File: config.mk
export PLATFORM = sky130hd
export DESIGN_NAME = arb_rr_flat
export DESIGN_NICKNAME = d
export VERILOG_FILES = /design/src/rtl/arb_rr_if.sv /design/src/rtl/arb_rr.sv /design/src/flat_wrapper.sv
export SDC_FILE = /design/constraint.sdc
export NUM_CORES = 1
export LEC_CHECK = 0
export CORE_MARGIN = 10
export CORE_UTILIZATION = 46
export DETAILED_ROUTE_END_ITERATION = 8
export PLACE_DENSITY_LB_ADDON = 0.2
export SYNTH_ARGS = -nofsm -noshare
export SYNTH_HDL_FRONTEND = slang
export SYNTH_SLANG_ARGS = --single-unit
File: constraint.sdc
create_clock -name clk -period 2.8 [get_ports clk]
set_input_delay 0.56 -clock clk [delete_from_list [all_inputs] [get_ports clk]]
set_output_delay 0.56 -clock clk [all_outputs]
set_load 0.1 [all_outputs]
File: src/rtl/arb_rr_if.sv
// Request/grant bundle between N bus masters and the arbiter.
// The master side drives requests and locks, the arbiter (slave side) drives the grant.
interface arb_rr_if #(
   parameter int N = 4
);
   localparam int IW = (N > 1) ? $clog2(N) : 1;

   logic [N-1:0]  request;
   logic [N-1:0]  lock;
   logic [N-1:0]  grant;
   logic          grant_valid;
   logic [IW-1:0] grant_idx;

   modport master (
      output request,
      output lock,
      input  grant,
      input  grant_valid,
      input  grant_idx
   );

   modport slave (
      input  request,
      input  lock,
      output grant,
      output grant_valid,
      output grant_idx
   );
endinterface

File: src/rtl/arb_rr.sv
// N-requester arbiter with a registered one-hot grant.
// Selection is round-robin (MODE=1) or fixed priority with index 0 highest (MODE=0).
// The current owner can hold the grant with lock. While another requester waits,
// the hold is cut off after MAX_HOLD consecutive edges; MAX_HOLD=0 never cuts it off.
module arb_rr #(
   parameter int N        = 4,
   parameter int MODE     = 1,
   parameter int MAX_HOLD = 4
) (
   input  logic    clk,
   input  logic    reset,
   arb_rr_if.slave bus
);
   localparam int IW  = (N > 1) ? $clog2(N) : 1;
   localparam int IW1 = IW + 1;
   localparam int HC  = $clog2(MAX_HOLD + 1);
   localparam int HW  = (HC > 4) ? HC : 4;
   localparam int HW1 = HW + 1;

   localparam logic [IW:0]   N_W      = IW1'(N);
   localparam logic [IW-1:0] LAST     = IW'(N - 1);
   localparam logic [HW:0]   HOLD_W   = HW1'(MAX_HOLD);
   localparam logic [HW-1:0] HOLD_SAT = (MAX_HOLD == 0) ? {HW{1'b1}} : HW'(MAX_HOLD);

   logic [N-1:0]  r_grant;
   logic          r_valid;
   logic [IW-1:0] r_idx;
   logic [IW-1:0] r_ptr;
   logic [HW-1:0] r_hold;

   logic          w_owner_lock;
   logic          w_others;
   logic          w_hold_ok;
   logic          w_keep;
   logic          w_found;
   logic [N-1:0]  w_cand;
   logic [N-1:0]  w_rot;
   logic [N-1:0]  w_win_oh;
   logic [IW-1:0] w_shift;
   logic [IW-1:0] w_off;
   logic [IW-1:0] w_win;
   logic [IW-1:0] w_win_p1;
   logic [IW:0]   w_sum;

   // r_grant is zero when idle, so the owner terms vanish without a separate valid check.
   assign w_owner_lock = |(r_grant & bus.request & bus.lock);
   assign w_others     = |(bus.request & ~r_grant);
   assign w_hold_ok    = (MAX_HOLD == 0) || (({1'b0, r_hold} + HW1'(1)) < HOLD_W);
   assign w_keep       = w_owner_lock && (w_hold_ok || !w_others);

   // A locked owner that reaches this point has exhausted its hold: exclude it.
   assign w_cand  = w_owner_lock ? (bus.request & ~r_grant) : bus.request;

   // Rotate the candidates so the search start sits at bit 0, then pick the lowest bit.
   assign w_shift = (MODE == 1) ? r_ptr : '0;
   assign w_rot   = N'({w_cand, w_cand} >> w_shift);
   assign w_found = |w_rot;

   // Lowest set bit of the rotated candidate vector.
   always_comb begin
      w_off = '0;
      for (int k = N - 1; k >= 0; k--) begin
         if (w_rot[k]) begin
            w_off = IW'(k);
         end
      end
   end

   assign w_sum    = {1'b0, w_shift} + {1'b0, w_off};
   assign w_win    = (w_sum >= N_W) ? IW'(w_sum - N_W) : IW'(w_sum);
   assign w_win_p1 = (w_win == LAST) ? '0 : w_win + IW'(1);
   assign w_win_oh = N'(1) << w_win;

   // Grant, pointer and hold counter update; reset wins over any lock.
   always_ff @(posedge clk) begin
      if (reset) begin
         r_grant <= '0;
         r_valid <= 1'b0;
         r_idx   <= '0;
         r_ptr   <= '0;
         r_hold  <= '0;
      end else if (w_keep) begin
         r_hold  <= (r_hold == HOLD_SAT) ? r_hold : r_hold + HW'(1);
      end else if (w_found) begin
         r_grant <= w_win_oh;
         r_valid <= 1'b1;
         r_idx   <= w_win;
         r_ptr   <= w_win_p1;
         r_hold  <= '0;
      end else begin
         r_grant <= '0;
         r_valid <= 1'b0;
         r_idx   <= '0;
         r_hold  <= '0;
      end
   end

   assign bus.grant       = r_grant;
   assign bus.grant_valid = r_valid;
   assign bus.grant_idx   = r_idx;

   // Grant encoding stays consistent and the pointer never leaves 0..N-1.
   a_onehot : assert property (@(posedge clk) $onehot0(r_grant));
   a_valid  : assert property (@(posedge clk) r_valid == (|r_grant));
   a_idx    : assert property (@(posedge clk) r_valid ? (r_grant == (N'(1) << r_idx)) : (r_idx == '0));
   a_ptr    : assert property (@(posedge clk) r_ptr <= LAST);
endmodule

File: src/flat_wrapper.sv
// flat-port wrapper written by rule: the top's interface ports become plain ports
module arb_rr_flat 
#(
   parameter int N        = 4,
   parameter int MODE     = 1,
   parameter int MAX_HOLD = 4
)
  (clk, reset, bus_request, bus_lock, bus_grant, bus_grant_valid, bus_grant_idx);
  arb_rr_if #(.N(N)) bus_i ();
  input  logic clk;
  input  logic reset;
  input wire logic [$bits(bus_i.request)-1:0] bus_request;
  input wire logic [$bits(bus_i.lock)-1:0] bus_lock;
  output wire logic [$bits(bus_i.grant)-1:0] bus_grant;
  output wire logic [$bits(bus_i.grant_valid)-1:0] bus_grant_valid;
  output wire logic [$bits(bus_i.grant_idx)-1:0] bus_grant_idx;
  assign bus_i.request = bus_request;
  assign bus_i.lock = bus_lock;
  assign bus_grant = bus_i.grant;
  assign bus_grant_valid = bus_i.grant_valid;
  assign bus_grant_idx = bus_i.grant_idx;
  arb_rr #(.N(N), .MODE(MODE), .MAX_HOLD(MAX_HOLD)) u_core (.clk(clk), .reset(reset), .bus(bus_i));
endmodule
==> results.txt, run 1 <==
The flow ran to the end, and the final reports show no timing, DRC or antenna violations. In this run the critical register-to-register path is launched from u_core.bus.grant[0]. The proportion of netlist area held by the largest area contributor works out to 27.1%.

Clock-pin slew was measured on the worst setup and hold paths at 0.08 ns. For this design the static power due to leakage is 0.606 nW. The synthesized netlist occupies a cell area of 960 sq um. The wire length of the first global-routing pass was 4840 um. Cell internal power was estimated by the tool at 0.736 mW. Clock latency on the worst-skew pair, taken at its later pin, is 0.28 ns.

Power spread over the standard cell area amounts to 1030 mW/mm^2. Subtracting the final worst setup slack from the clock period gives 2.77 ns. The biggest area contributor in the post-synthesis netlist is sky130_fd_sc_hd__dfxtp_1. Number of nets in the synthesized netlist: 133. sky130_fd_sc_hd__nand2_1 is the most common cell in the netlist. By area the synthesized netlist is led by sky130_fd_sc_hd__dfxtp_1 (27%), sky130_fd_sc_hd__nor2b_1 (7.2%), sky130_fd_sc_hd__nand2_1 (6.3%), sky130_fd_sc_hd__ha_1 (5.2%), sky130_fd_sc_hd__nand3_2 (4.2%). The final period utilization was 98.9%; the maximum resistive drop on vdd was 0.000896 V.

The required arrival time at the worst endpoint is 2.98 ns, and the worst setup timing slack at the placement stage is -0.612 ns. The worst setup path is launched from a primary input. The floorplan step set the die width to 65.7 um. Clock tree synthesis selected as its root buffer the cell sky130_fd_sc_hd__clkbuf_4.

The logs give 12 for the pin count of the biggest net entering global routing and 0 for the remaining antenna violation count after routing. The routed design has 3050 um of wire. The setup slack of the most critical reg-to-reg path came out at 0.04 ns. At the end of the flow the core is filled with cells to 74.4%. The fraction of layout instances using a drive strength above 1 was 44.3%. For this run, the detailed router's first-pass iteration total came to 4. In this run the count of I/O pins placed on the die edge is 17. Summed over all failing endpoints, the final setup total negative slack is 0 ns. The logs give 0 for the count of endpoints failing hold in the final timing report and 0 for the max-cap violation count.

The total global routing overflow came out at 0. Detailed placement finished with a half-perimeter wire length of 2120 um. The final cell count without fillers was 194; the setup skew after layout was 0.0109 ns. The number of clock buffers inserted by TritonCTS was 3; the vertical die dimension was 65.7 um. Endpoint of the worst hold-timing path: u_core.bus.grant_valid.

The share of the Yosys chip area taken by registers is 27.1%. The via count of the first global-routing pass came out at 1083. TritonCTS built the clock tree. Counting flops with a built-in enable in the synthesized netlist gives 0. The design draws 1.52 mW. The number of placement rows was 16; the placeable core region was 0.00198 sq mm. After detailed routing, the number of vias per cell comes to 5.69. The synthesized area per cell works out to 8.06 sq um.

Counting instances in the post-synthesis netlist gives the leading cell types as sky130_fd_sc_hd__nand2_1 (16), sky130_fd_sc_hd__dfxtp_1 (13), sky130_fd_sc_hd__nor2b_1 (11). For the count of distinct cell types in the synthesized netlist, the log shows 40. The logs give 48.4% for the initial standard-cell utilization of the core and 13 for the number of sinks driven by the clock tree. The logs give 0.786 mW for the switching power total and 1104 for the detailed-route via count. Routability-driven placement finished with a final weighted congestion of 0.776. Kind of end point of the critical path: a flip-flop. The type of the most critical hold path is flip-flop to flip-flop. Maximum clock frequency: 0.361 GHz.

The pin slew with the least headroom to its limit is 0.417 ns. The final layout contains 182 nets. Share of flip-flops with an asynchronous set or reset after synthesis: 0%. The kind of critical path is primary input to flip-flop. The repair_antennas step left the layout with diodes totalling 0. Combinational logic burns 69.5% of the power.

The floorplan step defined a die boundary enclosing 0.00431 sq mm. The gate count of the mapped netlist is 119, and the largest buffer count on any clock path is 2. The fraction of power consumed by sequential logic is 23.0%, and the signed area change from the synthesized netlist to the final layout is 53.7%. The tools report the total global-route track usage as 13.5%. At the worst endpoint, the arrival time is 2.95 ns. Setup repair after global routing could not meet its margin everywhere. For this run, design rule violations remaining after detail routing come to 0. The worst-case reg-to-reg path depth was 9; the relative slew slack was 72.2%. The detailed router finished its first iteration with 53 violations. In the synthesized netlist the dominant register cell turns out to be sky130_fd_sc_hd__dfxtp_1. The highest fanout seen on the critical path works out to 5. Switching portion of total power: 51.7%. The tools report the total placed cells including tap cells as 183. The tools report the end of the worst register-to-register path as u_core.r_ptr[1].

The number of max-slew violations in the final report is 0, and the cell count of the worst hold path is 2. The H-tree depth reported by CTS came out at 1. The post-route worst setup slack was 0.0311 ns; the average wire per standard cell was 15.7 um. Setup violations remaining at the end of the flow were counted as 0. The number of warnings reported in the yosys synthesis log is 0, and the initial antenna violation count is 0. The share of total power dissipated in the clock network is 7.6%. In this run the most critical hold path is launched from u_core.bus.grant_valid. Quantity of I/O buffers inserted on ports: 16. The flop and latch count out of synthesis was 13.
## layer usage
metal	track usage [%]	vias to the layer above	share of wire, %	routed length (um)
met5	0	-	0	0
met4	4.01	0	1.8	54
met3	3.90	7	7.6	232
met2	22.7	35	47	1430
met1	16.1	520	44	1330
li1	-	542	-	-
## power by group through the flow
stage                     logic (mW)  clock network (mW)  registers [mW]
after global placement         0.935                   0           0.335
after CTS                       1.02               0.118           0.342
after global routing            1.12               0.128           0.361
after detailed placement       0.966                   0           0.340
final                           1.06               0.115           0.350
after floorplan                0.448                   0           0.561
## cell usage in the layout (no fill, tap or decap), types with 3 or more instances in the layout
master,instances
sky130_fd_sc_hd__buf_4,38
sky130_fd_sc_hd__nand2_1,16
sky130_fd_sc_hd__dfxtp_1,9
sky130_fd_sc_hd__nor2_1,8
sky130_fd_sc_hd__a21oi_1,6
sky130_fd_sc_hd__buf_2,6
sky130_fd_sc_hd__inv_1,5
sky130_fd_sc_hd__nor2b_1,5
sky130_fd_sc_hd__nand3_4,4
sky130_fd_sc_hd__ha_1,4
sky130_fd_sc_hd__dfxtp_4,4
sky130_fd_sc_hd__nor2b_4,3
sky130_fd_sc_hd__nor2b_2,3
sky130_fd_sc_hd__a41o_1,3
sky130_fd_sc_hd__o211ai_1,3
sky130_fd_sc_hd__o21ai_0,3
sky130_fd_sc_hd__clkbuf_4,3
## how the worst max path moves through the flow
stage	slack, ns	from	end
final	0.03	bus_lock[1]	u_core.r_ptr[1]
after global routing	-0.04	bus_lock[1]	u_core.r_ptr[1]
after CTS	0.002	bus_request[3]	u_core.r_ptr[1]
after detailed placement	-0.61	bus_request[3]	u_core.r_ptr[1]
after global placement	-0.53	bus_request[0]	u_core.r_ptr[1]
after floorplan	0.004	u_core.bus.grant[2]	u_core.r_ptr[1]
## sequential cells by signal, summed over array words and instances, names as in the netlist
register	flops
u_core.bus.grant_valid	1
u_core.r_ptr	2
u_core.bus.grant_idx	2
u_core.r_hold	4
u_core.bus.grant	4
## what timing repair did
| action | CTS | global route |
|---|---|---|
| hold buffers | 0 | 0 |
| pin swaps | 13 | 12 |
| buffers inserted | 3 | 4 |
| endpoints found under the setup margin | 7 | 1 |
| gates resized for setup | 39 | 11 |
## final cells by class
cell class | count | area [sq um]
inverters | 5 | 18.8
clock buffers | 4 | 26.3
well taps | 27 | 33.8
fillers | 148 | 507
flip-flops and latches | 13 | 275
repair buffers | 46 | 330
multi-input cells | 99 | 791
## kinds of logic (layout without fill, tap and decap cells)
| family | after synthesis | count (layout) | synth area share (%) |
|---|---|---|---|
| multiplexers | 2 | 2 | 2.22 |
| AND/OR/NAND/NOR | 52 | 52 | 28.6 |
| adder cells (fa/ha/maj) | 4 | 4 | 5.22 |
| AO/OA/AOI/OAI | 37 | 37 | 29.7 |
| buffers and inverters | 7 | 55 | 2.74 |
| flip-flops | 13 | 13 | 27.1 |
| XOR/XNOR | 4 | 4 | 4.43 |
## critical path, cell delays in order
cell and delay (ns):
sky130_fd_sc_hd__buf_2 0.15, sky130_fd_sc_hd__nand3_4 0.12, sky130_fd_sc_hd__a41o_1 0.27, sky130_fd_sc_hd__o311a_1 0.35, sky130_fd_sc_hd__o211ai_1 0.24, sky130_fd_sc_hd__ha_1 0.32
sky130_fd_sc_hd__xnor2_2 0.15, sky130_fd_sc_hd__or3_1 0.33, sky130_fd_sc_hd__a21oi_2 0.15, sky130_fd_sc_hd__mux2_4 0.31
## stage by stage
stage          instance area [sq um]  hold slack, ns
2_1_floorplan                    997           0.483
3_3_place_gp                    1340           0.434
3_5_place_dp                    1340           0.445
4_1_cts                         1440           0.459
5_1_grt                         1480           0.488
6_report                        1480           0.452
Power figures use the tool's default switching activity.
==> inputs of run 2 (changes only) <==
--- a/config.mk
+++ b/config.mk
@@ -8,7 +8,7 @@
 export CORE_MARGIN = 10
 export CORE_UTILIZATION = 46
 export DETAILED_ROUTE_END_ITERATION = 8
-export PLACE_DENSITY_LB_ADDON = 0.2
+export PLACE_DENSITY = 0.74
 export SYNTH_ARGS = -nofsm -noshare
 export SYNTH_HDL_FRONTEND = slang
 export SYNTH_SLANG_ARGS = --single-unit
==> run 2 against run 1 <==
Power grew 11%. Sequential share of layout area down 0.42 points. Via count barely moved. Non-clock buffer count is 2 higher. Design area grew 2.3%. Clock power is essentially flat. Clock skew decreased by 0.0080 ns. Critical path depth up 1. Die area is the same. Clock-buffer cell count is the same. Wire length fell by 0.29%. Register-to-register slack improved by 0.03 ns. Largest power group unchanged. Highest routed layer unchanged.
==> results.txt, run 2 (synthesis results as in run 1) <==
The setup skew after layout was 0.00291 ns (-0.00797 ns); the count of buffer and inverter cells on the critical path was 2 (+1). The kind of end point of the critical path was a flip-flop. For the number of sinks driven by the clock tree, the log shows 13 (unchanged). The count of endpoints failing hold in the final timing report is 0 (unchanged), and the number of max-slew violations in the final report is 0 (unchanged). The run gives 0.874 (+13%) as the placer's final routability congestion estimate.

The net total in the final layout was 184 (+1.1%). For the final cell count without fillers, the log shows 196 (+1.0%). The area occupied by registers was 275 sq um (unchanged).

The sum of routed wire segments on met1 came out at 1380 um (+3.6%). The met2 wirelength from detailed routing is 1500 um (+4.5%), and the pin count of the biggest net entering global routing is 12 (unchanged). The H-tree depth reported by CTS is 1 (unchanged), and the placeable core region is 0.00198 sq mm (unchanged). The tools report the switching power total as 0.826 mW (+5.1%). The total power density per cell area is 1120 mW/mm^2 (+8.2%). Top-level port count: 17 (unchanged).

The run gives 1103 (-0.091%) as the detailed-route via count. TritonCTS built the clock tree. Relative slew slack: 66.9% (-5.3 points). Setup repair after global routing could not meet its margin everywhere. Source-to-sink clock delay at the later pin of the worst-skew pair: 0.28 ns (about the same). The area occupied by multi-input gates came out at 801 sq um (+1.3%). The flow ran to the end, and the final reports show no timing, DRC or antenna violations. The number of filler instances in the final layout was 140 (-5.4%). The initial standard-cell utilization of the core is 48.4% (unchanged). The post-detailed-route DRC marker count came out at 0 (unchanged).

For the power share of the clock group, the log shows 7.0% (-0.6 points). The worst setup path is of the primary input to flip-flop kind. The met3 wirelength from detailed routing was 130 um (-44%). Fraction of power consumed by combinational cells: 72.2% (+2.7 points).

The library cells used most frequently in the layout, excluding fill and tap cells, are sky130_fd_sc_hd__buf_4 (39), sky130_fd_sc_hd__nand2_1 (16), sky130_fd_sc_hd__dfxtp_1 (9). The number of clock buffers inserted by TritonCTS is 3 (unchanged). The number of endpoints failing setup at the final stage is 0 (unchanged). The highest layer touched by signal routing is met4. Aggregate routed wire length: 3040 um (-0.29%). The worst setup path is launched from a primary input.

The via count of the first global-routing pass is 1098 (+1.4%). The tree is rooted in a sky130_fd_sc_hd__clkbuf_4. The tools report the post-layout instance area as 0.00151 sq mm (+2.3%). The longest individual stage delay on the worst path is 0.36 ns (about the same). Highest fanout seen on the critical path: 4 (-1).

The quantity of I/O buffers inserted on ports was 16 (unchanged). The run gives 4 (unchanged) as the first-pass detailed-route iteration total. Floorplan die width: 65.7 um (unchanged).

The run gives 20.8% (-2.2 points) as the fraction of power consumed by sequential logic. The tools report the static leakage as 0.622 nW (+2.8%). The standard cell area after detailed placement is 0.00132 sq mm (-1.1%). Max-cap violation count: 0 (unchanged). Average wire per standard cell: 15.5 um (-1.3%).

The fraction of layout instances using a drive strength above 1 was 46.7% (+2.4 points); the remaining antenna violation count after routing was 0 (unchanged). The slowest stage of the critical path belongs to the cell sky130_fd_sc_hd__ha_1. The final period utilization was 98.3% (-0.55 points).

The area growth from synthesis to layout is 57.2%. The post-detailed-route via-to-cell ratio is 5.63 (-1.1%). The clock-pin transition on the worst setup and hold timing paths is 0.08 ns (about the same), and the total global routing overflow is 0 (unchanged). The worst endpoint data arrival time is 2.92 ns (-0.03 ns), and the area of the die is 0.00431 sq mm (unchanged). The pin slew with the least headroom to its limit was 0.495 ns (+0.0788 ns); the internal power of the cells was 0.859 mW (+17%). For the maximum resistive drop on vdd, the log shows 0.00105 V (+18%).

The type of the most critical hold path was flip-flop to flip-flop. The switching portion of total power came out at 49.0% (-2.6 points). Total global-route track usage: 13.6% (+0.073 points). The total placed cells including tap cells came out at 181 (-1.1%). The half-perimeter wire length after detailed placement is 2050 um (-3.0%), and the shortest clock period the worst path allows after layout is 2.75 ns (-0.0155 ns). The largest buffer count on any clock path was 2 (unchanged); the number of placement rows was 16 (unchanged). Leaving out fill and tap cells, the most frequent cell in the layout is sky130_fd_sc_hd__buf_4. Walking the worst path, the cells encountered are clkbuf_2 > nand3_4 > a41o_1 > buf_4 > o2111ai_2 > o211ai_1 > ha_1 > xnor2_2 > or3_4 > a21oi_2 > mux2_4.

The detailed router's first-iteration violation count is 57 (+7.5%). The logs give 4800 um (-0.85%) for the wire length of the first global-routing pass and 0 (unchanged) for the number of diodes. The initial antenna violation count came out at 0 (unchanged). The maximum clock frequency is 0.363 GHz (+0.56%).

Category of cells accounting for the largest share of critical-path delay: compound AO/OA/AOI/OAI gates. Vertical die dimension: 65.7 um (unchanged). The required arrival time at the worst endpoint came out at 2.97 ns (about the same).
## run 2: cell type report
type | instances | share of cell area (%)
Clock buffer | 4 | 1.74
Tap cell | 27 | 2.24
Timing Repair Buffer | 48 | 23.5
Inverter | 5 | 1.24
Multi-Input combinational cell | 99 | 53.1
Sequential cell | 13 | 18.2
## run 2: final timing paths
path                          start                endpoint  slack, ns  depth (start not counted)
max                     bus_lock[2]         u_core.r_ptr[1]       0.05                         11
min          u_core.bus.grant_valid  u_core.bus.grant_valid       0.46                          2
max reg2reg     u_core.bus.grant[3]         u_core.r_ptr[1]       0.07                          9
min reg2reg  u_core.bus.grant_valid  u_core.bus.grant_valid       0.46                          2
## run 2: metal layers
layer	global-route usage, %	vias up
met5	0	-
met4	5.88	0
met3	3.90	4
met2	24.5	26
met1	14.2	522
li1	-	551
## run 2: metrics by stage
step | power, mW | worst slack (ns) | utilization, % | hold WS, ns | setup TNS [ns]
after detailed placement | 1.30 | -0.626 | 66.8 | 0.450 | -3.08
final | 1.69 | 0.0465 | 76.1 | 0.461 | 0
after CTS | 1.54 | 0.00248 | 72.7 | 0.466 | 0
after global placement | 1.27 | -0.557 | 66.8 | 0.434 | -2.53
after global routing | 1.77 | -0.0690 | 76.1 | 0.491 | -0.0690
after floorplan | 1.01 | 0.00381 | - | 0.483 | 0
## run 2: what timing repair did
action                     in CTS  in global routing
gates resized for setup        36                 18
setup buffers                   9                  2
hold buffers                    0                  0
setup endpoints to repair       7                  6
pin swaps                      13                 12
## run 2: worst reg2reg max path, cell delays in order, from the launching register on
cell,delay (ns)
sky130_fd_sc_hd__dfxtp_4,0.40
sky130_fd_sc_hd__nand3_4,0.11
sky130_fd_sc_hd__a41o_1,0.29
sky130_fd_sc_hd__o311a_1,0.30
sky130_fd_sc_hd__o211ai_1,0.26
sky130_fd_sc_hd__ha_1,0.33
sky130_fd_sc_hd__xnor2_2,0.16
sky130_fd_sc_hd__or3_4,0.34
sky130_fd_sc_hd__a21oi_2,0.14
sky130_fd_sc_hd__mux2_4,0.31
## run 2: power groups by stage
stage	Clock (mW)	Combinational, mW	Sequential (mW)
global route	0.124	1.29	0.362
floorplan	0	0.448	0.561
finish	0.117	1.22	0.351
detailed placement	0	0.959	0.336
global placement	0	0.937	0.333
CTS	0.117	1.09	0.337
